[config.mk]
export PLATFORM = sky130hd
export DESIGN_NAME = fetch_pc_unit
export DESIGN_NICKNAME = d
export VERILOG_FILES = /design/src/rtl/fetch_pc_unit.sv
export SDC_FILE = /design/constraint.sdc
export NUM_CORES = 1
export LEC_CHECK = 0
export CAP_MARGIN = 20
export CORE_ASPECT_RATIO = 0.8
export CORE_MARGIN = 4
export CORE_UTILIZATION = 38
export DETAILED_ROUTE_END_ITERATION = 16
export MAX_ROUTING_LAYER = met4
export PLACE_DENSITY = 0.6
export SLEW_MARGIN = 30
export SYNTH_ARGS = -nofsm -noshare
export SYNTH_HDL_FRONTEND = slang
export SYNTH_SLANG_ARGS = --single-unit
[constraint.sdc]
create_clock -name clk -period 10.2 [get_ports clk]
set_clock_uncertainty 0.15 [all_clocks]
set_input_delay 2.04 -clock clk [delete_from_list [all_inputs] [get_ports clk]]
set_output_delay 2.04 -clock clk [all_outputs]
set_load 0.01 [all_outputs]
[src/rtl/fetch_pc_unit.sv]
// fetch_pc_unit: IF-stage program counter and instruction fetch sequencer.
// Owns the architectural PC, fetches from instruction ROM one request at a
// time, and presents fetched words to the IF/ID register. Branch/jump
// redirects from ID follow MIPS delay-slot rules; exception flushes have
// priority over branches. Wrong-path fetches already in flight are discarded.
//
// ROM handshake: rom_req/rom_addr are a request offer; the fetch is accepted
// on a cycle where rom_req=1 and rom_gnt=1. Exactly one rom_rvalid follows
// each accepted request, at least one cycle later and in order; rom_rdata is
// meaningful only while rom_rvalid=1. rom_req is never raised while a
// response is still owed, so at most one fetch is outstanding.
module fetch_pc_unit #(
    parameter int                ADDR_W   = 32,
    parameter logic [ADDR_W-1:0] RESET_PC = 32'hBFC00000
) (
    input  logic              clk,
    input  logic              rst,
    input  logic              stall,
    input  logic              flush,
    input  logic [ADDR_W-1:0] exc_pc,
    input  logic              branch_flag,
    input  logic [ADDR_W-1:0] branch_addr,
    output logic              rom_req,
    output logic [ADDR_W-1:0] rom_addr,
    input  logic              rom_gnt,
    input  logic              rom_rvalid,
    input  logic [ADDR_W-1:0] rom_rdata,
    output logic              if_valid,
    output logic [ADDR_W-1:0] if_addr,
    output logic [ADDR_W-1:0] if_inst
);

    // REQ : offering a fetch of pc
    // WAIT: one fetch outstanding, its data is on the correct path
    // HOLD: response captured in the skid buffer while IF/ID is stalled
    // DROP: one fetch outstanding, its data is wrong-path and will be dropped
    typedef enum logic [1:0] {
        ST_REQ  = 2'd0,
        ST_WAIT = 2'd1,
        ST_HOLD = 2'd2,
        ST_DROP = 2'd3
    } state_t;

    localparam logic [ADDR_W-1:0] PC_STEP = ADDR_W'(4);

    state_t            state;
    state_t            state_next;
    logic [ADDR_W-1:0] pc;
    logic [ADDR_W-1:0] pc_next;
    logic [ADDR_W-1:0] fetch_pc;
    logic [ADDR_W-1:0] fetch_pc_next;

    // Skid buffer for a response that arrives while IF/ID is held
    logic              buf_valid;
    logic [ADDR_W-1:0] buf_addr;
    logic [ADDR_W-1:0] buf_inst;

    // Redirect decode: a flush always wins; a branch only counts when ID
    // is actually advancing, otherwise ID will present it again.
    logic              redirect;
    logic [ADDR_W-1:0] redirect_pc;

    logic              req_phase;
    logic              buf_load;
    logic              buf_clear;
    logic              deliver_rsp;
    logic              deliver_buf;

    assign redirect    = flush | (branch_flag & ~stall);
    assign redirect_pc = flush ? exc_pc : branch_addr;

    // Next-state, next-pc and datapath strobes for the fetch sequencer
    always_comb begin
        state_next    = state;
        pc_next       = pc;
        fetch_pc_next = fetch_pc;
        req_phase     = 1'b0;
        buf_load      = 1'b0;
        buf_clear     = 1'b0;
        deliver_rsp   = 1'b0;
        deliver_buf   = 1'b0;

        unique case (state)
            ST_REQ: begin
                req_phase = 1'b1;
                if (rom_gnt) begin
                    fetch_pc_next = pc;
                    pc_next       = pc + PC_STEP;
                    // A fetch granted in the redirect cycle is already stale
                    state_next    = redirect ? ST_DROP : ST_WAIT;
                end
            end

            ST_WAIT: begin
                if (rom_rvalid) begin
                    if (redirect) begin
                        // Arrived together with the redirect: wrong-path
                        state_next = ST_REQ;
                    end else if (stall) begin
                        buf_load   = 1'b1;
                        state_next = ST_HOLD;
                    end else begin
                        deliver_rsp = 1'b1;
                        state_next  = ST_REQ;
                    end
                end else if (redirect) begin
                    state_next = ST_DROP;
                end
            end

            ST_HOLD: begin
                if (redirect) begin
                    buf_clear  = 1'b1;
                    state_next = ST_REQ;
                end else if (!stall) begin
                    deliver_buf = buf_valid;
                    buf_clear   = 1'b1;
                    state_next  = ST_REQ;
                end
            end

            ST_DROP: begin
                if (rom_rvalid) begin
                    state_next = ST_REQ;
                end
            end

            default: begin
                state_next = ST_REQ;
            end
        endcase

        // The redirect target overrides the sequential pc+4 step
        if (redirect) begin
            pc_next = redirect_pc;
        end
    end

    // Request is masked during reset so nothing is offered to the ROM
    assign rom_req  = req_phase & ~rst;
    assign rom_addr = pc;

    // Sequencer state, architectural PC and address of the outstanding fetch
    always_ff @(posedge clk or posedge rst) begin
        if (rst) begin
            state    <= ST_REQ;
            pc       <= RESET_PC;
            fetch_pc <= '0;
        end else begin
            state    <= state_next;
            pc       <= pc_next;
            fetch_pc <= fetch_pc_next;
        end
    end

    // Skid buffer: capture a response that IF/ID cannot take yet
    always_ff @(posedge clk or posedge rst) begin
        if (rst) begin
            buf_valid <= 1'b0;
            buf_addr  <= '0;
            buf_inst  <= '0;
        end else if (buf_load) begin
            buf_valid <= 1'b1;
            buf_addr  <= fetch_pc;
            buf_inst  <= rom_rdata;
        end else if (buf_clear) begin
            buf_valid <= 1'b0;
        end
    end

    // IF/ID slot: a flush invalidates it even under stall; otherwise it only
    // changes when a correct-path word is handed over with stall=0. With no
    // new word the slot keeps its contents, which also keeps the delay slot
    // intact in a branch cycle.
    always_ff @(posedge clk or posedge rst) begin
        if (rst) begin
            if_valid <= 1'b0;
            if_addr  <= '0;
            if_inst  <= '0;
        end else if (flush) begin
            if_valid <= 1'b0;
        end else if (deliver_rsp) begin
            if_valid <= 1'b1;
            if_addr  <= fetch_pc;
            if_inst  <= rom_rdata;
        end else if (deliver_buf) begin
            if_valid <= 1'b1;
            if_addr  <= buf_addr;
            if_inst  <= buf_inst;
        end
    end

endmodule

==> impl_metrics.toml, run 1 <==
[clock_network]
cts_resized = 0
cts_buffer_depth = 2
cts-root-buf = "clkbuf_16"
clk_latency_ns = 0.43
clk_pin_slew_ns = 0.07
htree_num_levels = 4
cts_tree = "built"
postCtsSetupRepairBufs = 0
cts.hold.buffers_added = 0
numCtsBuffers = 17
cts.sinks = 196

[timing]
min_period_ns = 5.488
fmax_mhz = 182.2
setup_viol = 0
whs_ns = 0.3408
relSlewSlack_pct = 46.88
timing.setup.tns_ns = 0
period_share_pct = 53.80
slew_viol_final = 0
rsz0062_at_grt = "no"
worst-slew-pin-transition_ns = 0.7924
final-hold-violation-count = 0

[die]
fp.dieW_um = 178.7
die_area_um2 = 25820
ioPinCount = 201
num_rows = 49
core_um2 = 22680
die_y_um = 144.5
start_util_pct = 39.03

[logic_synthesis]
syn-cell-area_um2 = 8853
synth_top_cell_by_area = "dfrtp_1"
ys_seq_area_share_pct = 55.53
ys_warn_count = 0
synth_seq_cells = 196
synth_edf_count = 0
ys_types = 36
yosysMostFrequentCell = "dfrtp_1"
synthArstFlopShare_pct = 100.0
syn_avg_cell_area_um2 = 10.84
yosys-top-cells-area = "dfrtp_1 (53%), mux2i_1 (7.9%), mux2_2 (7.2%)"
netlist_top_cells_count = "dfrtp_1 (187), nand2_1 (120), a21oi_1 (89)"
syn_inst = 817
syn_nets = 921
synth-main-ff-cell = "dfrtp_1"
yosysTopAreaCellShare_pct = 52.85

[drt]
final_antenna_net_count = 0
wl_met1_um = 11090
wl_met3_um = 876
vias = 6465
via_per_inst = 4.924
drtIter0Drc = 355
routed-wl-met2_um = 10010
wl_um = 22130
firstDrtPassIters = 4
drc_errors = 0
wl_per_cell_um = 16.85
routed.top_layer = "met4"

[critical_path]
end_kind = "output port"
path_delay_family = "buffers and inverters"
regToRegSetupSlack_ns = 7.43
slowest_delay_ns = 0.56
worstPathCellList = "clkdlybuf4s50_1 > nor3_1 > clkdlybuf4s50_1"
reg2reg_depth = 5
crit_buf_inv = 2
crit_top_cell = "clkdlybuf4s50_1"
reg2reg_to = "buf_addr[16]"
critPathRequiredTime_ns = 8.01
critPathKind = "in2out"
start_kind = "input pin"
cp_max_fo = 2
crit_path_start = "rst"
slowest_stage = "clkdlybuf4s50_1"
worst_ep_arrival_time_ns = 3.30
cp.depth = 3
cp-endpoint = "rom_req"
r2r_start = "state[1]"

[pwr]
switching_power_uw = 924.7
p_sw_share_pct = 32.15
comb_power_share_pct = 31.4
p_int_uw = 1952
p_seq_share_pct = 46.2
vdd_drop_max_mv = 0.1358
leakagePower_uw = 0.004868
pwr-share-clk_pct = 22.4
powerDensity_nw_per_um2 = 246.2

[global_route]
grt_max_degree = 125
track_usage_pct = 17.93
overflow = 0
grt_pass1_wl_um = 35120
grt_pass1_vias = 6424
antenna_found_initial = 0

[layout]
drive_gt1_share_pct = 12.21
fin_nets = 1098
final_cells = 1313
area_delta_synth_final_pct = 31.94
fin_area_um2 = 11680
antenna_cells = 0
fin_util_pct = 51.49

[place]
portBuffers = 200
place_congestion = 0.7570
dp.cells = 1281
place_hpwl_um = 14740
dpl_cell_area_um2 = 11110

[min_path]
hold_path.class = "reg2reg"

[run]
drv_cap = 0

[status]
status = "completed"
## logic make-up after synthesis
kind of cell,count (synthesis),synth area share (%)
adders and majority gates,1,0.1413
DFF,196,55.53
buffers and inverters,59,3.265
AOI/OAI and AO/OA,129,8.140
muxes,134,16.05
xor gates and xnor gates,29,2.869
and+or+nand+nor,269,14.01
## sequential cells by signal, summed over array words and instances, names as in the netlist
register and cells:
buf_addr 32, buf_inst 32, buf_valid 1, fetch_pc 32, if_addr 32, if_inst 32, if_valid 1, rom_addr 32
state 2
## cells in the final DEF, fill, tap and decap left out, types with 8 or more instances in the layout
master | netlist | routed
clkdlybuf4s50_1 | 0 | 199
dfrtp_1 | 187 | 187
nand2_1 | 120 | 120
a21oi_1 | 89 | 88
mux2i_1 | 70 | 70
nor2_1 | 68 | 68
mux2_2 | 57 | 57
nor2b_1 | 27 | 27
a211oi_1 | 26 | 26
xor2_1 | 24 | 24
nand3_1 | 20 | 19
clkbuf_16 | 0 | 17
o21ai_0 | 10 | 10
nand4_1 | 9 | 9
dfstp_2 | 9 | 9
buf_4 | 1 | 8
## how the worst min path moves through the flow
stage | end | startpoint | slack (ns) | depth (start not counted)
final | buf_inst[31] | buf_inst[31] | 0.34 | 1
after global routing | buf_addr[20] | buf_addr[20] | 0.37 | 1
after CTS | buf_inst[31] | buf_inst[31] | 0.35 | 1
after floorplan | buf_valid | buf_valid | 0.30 | 2
after global placement | buf_inst[31] | buf_inst[31] | 0.32 | 1
after detailed placement | buf_inst[31] | buf_inst[31] | 0.33 | 1
## per-stage QoR
step / worst slack, ns / power (uW)
final: 4.712 / 2876
after global routing: 4.662 / 3070
after CTS: 4.717 / 2922
after detailed placement: 4.718 / 2259
after global placement: 4.714 / 2236
after floorplan: 2.684 / 1778
## area by class of cell
type	instances	area (um2)
repair buffers	210	2096
well taps	306	382.9
clock buffers	17	425.4
inverters	7	38.79
fillers	2065	11000
clock inverters	15	137.6
flip-flops and latches	196	4916
multi-input cells	562	3685
## routing by layer
metal,track usage [%],vias to the layer above
met2,27.31,131
met4,3.512,0
met3,3.189,12
met1,25.47,3158
met5,-,-
li1,-,3164
## power groups by stage
stage / Sequential (uW) / Combinational, uW / Clock (uW)
floorplan: 1340 / 438 / 0
global placement: 1340 / 898 / 0
detailed placement: 1340 / 914 / 0
CTS: 1330 / 919 / 671
global route: 1380 / 998 / 696
finish: 1330 / 902 / 645
Power figures use the tool's default switching activity.
==> run 2, diff against run 1 <==
--- a/config.mk
+++ b/config.mk
@@ -11,7 +11,7 @@
 export CORE_UTILIZATION = 38
 export DETAILED_ROUTE_END_ITERATION = 16
 export MAX_ROUTING_LAYER = met4
-export PLACE_DENSITY = 0.6
+export PLACE_DENSITY = 0.63
 export SLEW_MARGIN = 30
 export SYNTH_ARGS = -nofsm -noshare
 export SYNTH_HDL_FRONTEND = slang
==> constraint.sdc (replaced) <==
create_clock -name clk -period 4.4 [get_ports clk]
set_clock_uncertainty 0.15 [all_clocks]
set_input_delay 0.88 -clock clk [delete_from_list [all_inputs] [get_ports clk]]
set_output_delay 0.88 -clock clk [all_outputs]
set_load 0.01 [all_outputs]
==> run 2 against run 1 <==
Effect of this change: die area unchanged; sequential power increased by 130%; non-clock buffer count increased by 2; register-to-register slack got worse by 5.4 ns; cell area increased by 0.64%; utilization increased by 0.33 points; global-route usage increased by 0.23 points.
==> impl_metrics.toml, run 2 (synthesized netlist as in run 1, its figures left out) <==
[status]
status = "completed"

[pwr]
p_sw_share_pct = 31.37
p_seq_share_pct = 45.8
powerDensity_nw_per_um2 = 573.0
vdd_drop_max_mv = 0.3247
pwr-share-clk_pct = 23.0
leakagePower_uw = 0.004880
p_int_uw = 4623
comb_power_share_pct = 31.2
switching_power_uw = 2113

[global_route]
grt.busiest_layer = "met2"
grt_use_met1_pct = 25.25
grt_pass1_vias = 6535
grt_pass1_wl_um = 35750
grt_use_met2_pct = 27.65
grt_use_met3_pct = 4.077
antenna_found_initial = 0
track_usage_pct = 18.15
overflow = 0
grt_max_degree = 119

[place]
dpl_cell_area_um2 = 11170
portBuffers = 200
place_hpwl_um = 15100
place_congestion = 0.8710

[clock_network]
cts.sinks = 196
postCtsSetupRepairBufs = 0
clk_latency_ns = 0.43
cts_buffer_depth = 2
cts.hold.buffers_added = 0
htree_num_levels = 4
cts_tree = "built"
numCtsBuffers = 17
cts_resized = 0
clk_pin_slew_ns = 0.07
cts-root-buf = "clkbuf_16"

[timing]
rsz0062_at_grt = "no"
setup_viol = 0
slew_viol_final = 0
whs_ns = 0.3413
period_share_pct = 70.19
timing.setup.tns_ns = 0
worst-slew-pin-transition_ns = 0.8747
relSlewSlack_pct = 41.55
final-hold-violation-count = 0
min_period_ns = 3.088
fmax_mhz = 323.8

[critical_path]
regToRegSetupSlack_ns = 2.08
critPathKind = "in2out"
start_kind = "input pin"
end_kind = "output port"
worst_ep_arrival_time_ns = 2.06
cp_max_fo = 2
reg2reg_depth = 5
r2r_start = "state[0]"
reg2reg_to = "rom_addr[31]"
critPathRequiredTime_ns = 3.37

[drt]
wl_per_cell_um = 16.79
final_antenna_net_count = 0
firstDrtPassIters = 4
vias = 6534
drtIter0Drc = 445
drc_errors = 0
wl_um = 22070
via_per_inst = 4.969

[die]
start_util_pct = 39.03
num_rows = 49
die_area_um2 = 25820
fp.dieW_um = 178.7
core_um2 = 22680
die_y_um = 144.5
ioPinCount = 201

[min_path]
hold_depth = 1
min_to = "buf_inst[25]"
hold_path.class = "reg2reg"
hold_start = "buf_inst[25]"

[layout]
mostFrequentLayoutCells = "clkdlybuf4s50_1 (199), dfrtp_1 (187), nand2_1 (120)"
drive_gt1_share_pct = 12.19
mostFrequentLayoutCell = "clkdlybuf4s50_1"
area_delta_synth_final_pct = 32.79
fin_nets = 1100
antenna_cells = 0
fin_area_um2 = 11760

[run]
drv_cap = 0
[run 2: cell types whose count changed in the layout (fill, tap and decap cells not counted), moves of 2 or more]
cell,change
inv_6,-7
bufinv_16,+2
clkinv_4,+2
clkinvlp_4,+5
clkinv_8,-2
buf_12,+4
[run 2: cell type report]
cell class	count	area, um2
inverter	7	30.03
clock buffer	18	429.2
tap	306	382.9
timing repair buffer	212	2157
clock inverter	14	156.4
multi-input combinational	562	3685
fill	2054	10930
sequential	196	4916
[run 2: metal layers]
metal / up-vias / wire, um / share of wire (%)
met5: - / 0 / 0
met4: 0 / 188 / 0.85
met3: 14 / 1088 / 4.9
met2: 158 / 10300 / 47
met1: 3175 / 10500 / 48
li1: 3187 / - / -
[run 2: worst max path at each step]
stage | from | end | slack, ns | cells after the start
global route | rst | rom_req | 1.26 | 3
CTS | rst | rom_req | 1.30 | 3
floorplan | rst | buf_addr[0] | 0.84 | 1
global placement | branch_flag | if_addr[22] | 1.06 | 6
finish | rst | rom_req | 1.31 | 3
detailed placement | stall | if_inst[21] | 1.01 | 6
[run 2: power groups by stage]
| stage | combinational [uW] | sequential, uW | clock [uW] |
|---|---|---|---|
| finish | 2100 | 3090 | 1550 |
| global route | 2330 | 3200 | 1680 |
| CTS | 2140 | 3100 | 1600 |
| detailed placement | 2130 | 3130 | 0 |
| global placement | 2080 | 3110 | 0 |
| floorplan | 1020 | 3110 | 0 |
[run 2: per-stage QoR]
step | power [uW] | util (%) | worst slack, ns | cells
floorplan | 4123 | - | 0.8450 | 817
global placement | 5197 | 49.12 | 1.059 | 1282
detailed placement | 5258 | 49.24 | 1.006 | 1283
CTS | 6833 | 51.83 | 1.299 | 1315
global route | 7211 | 51.83 | 1.255 | 1315
finish | 6736 | 51.83 | 1.312 | 1315
[run 2: critical path, cell delays in order]
cell,delay (ns)
clkdlybuf4s50_1,0.45
nor3_1,0.16
clkdlybuf4s50_1,0.56
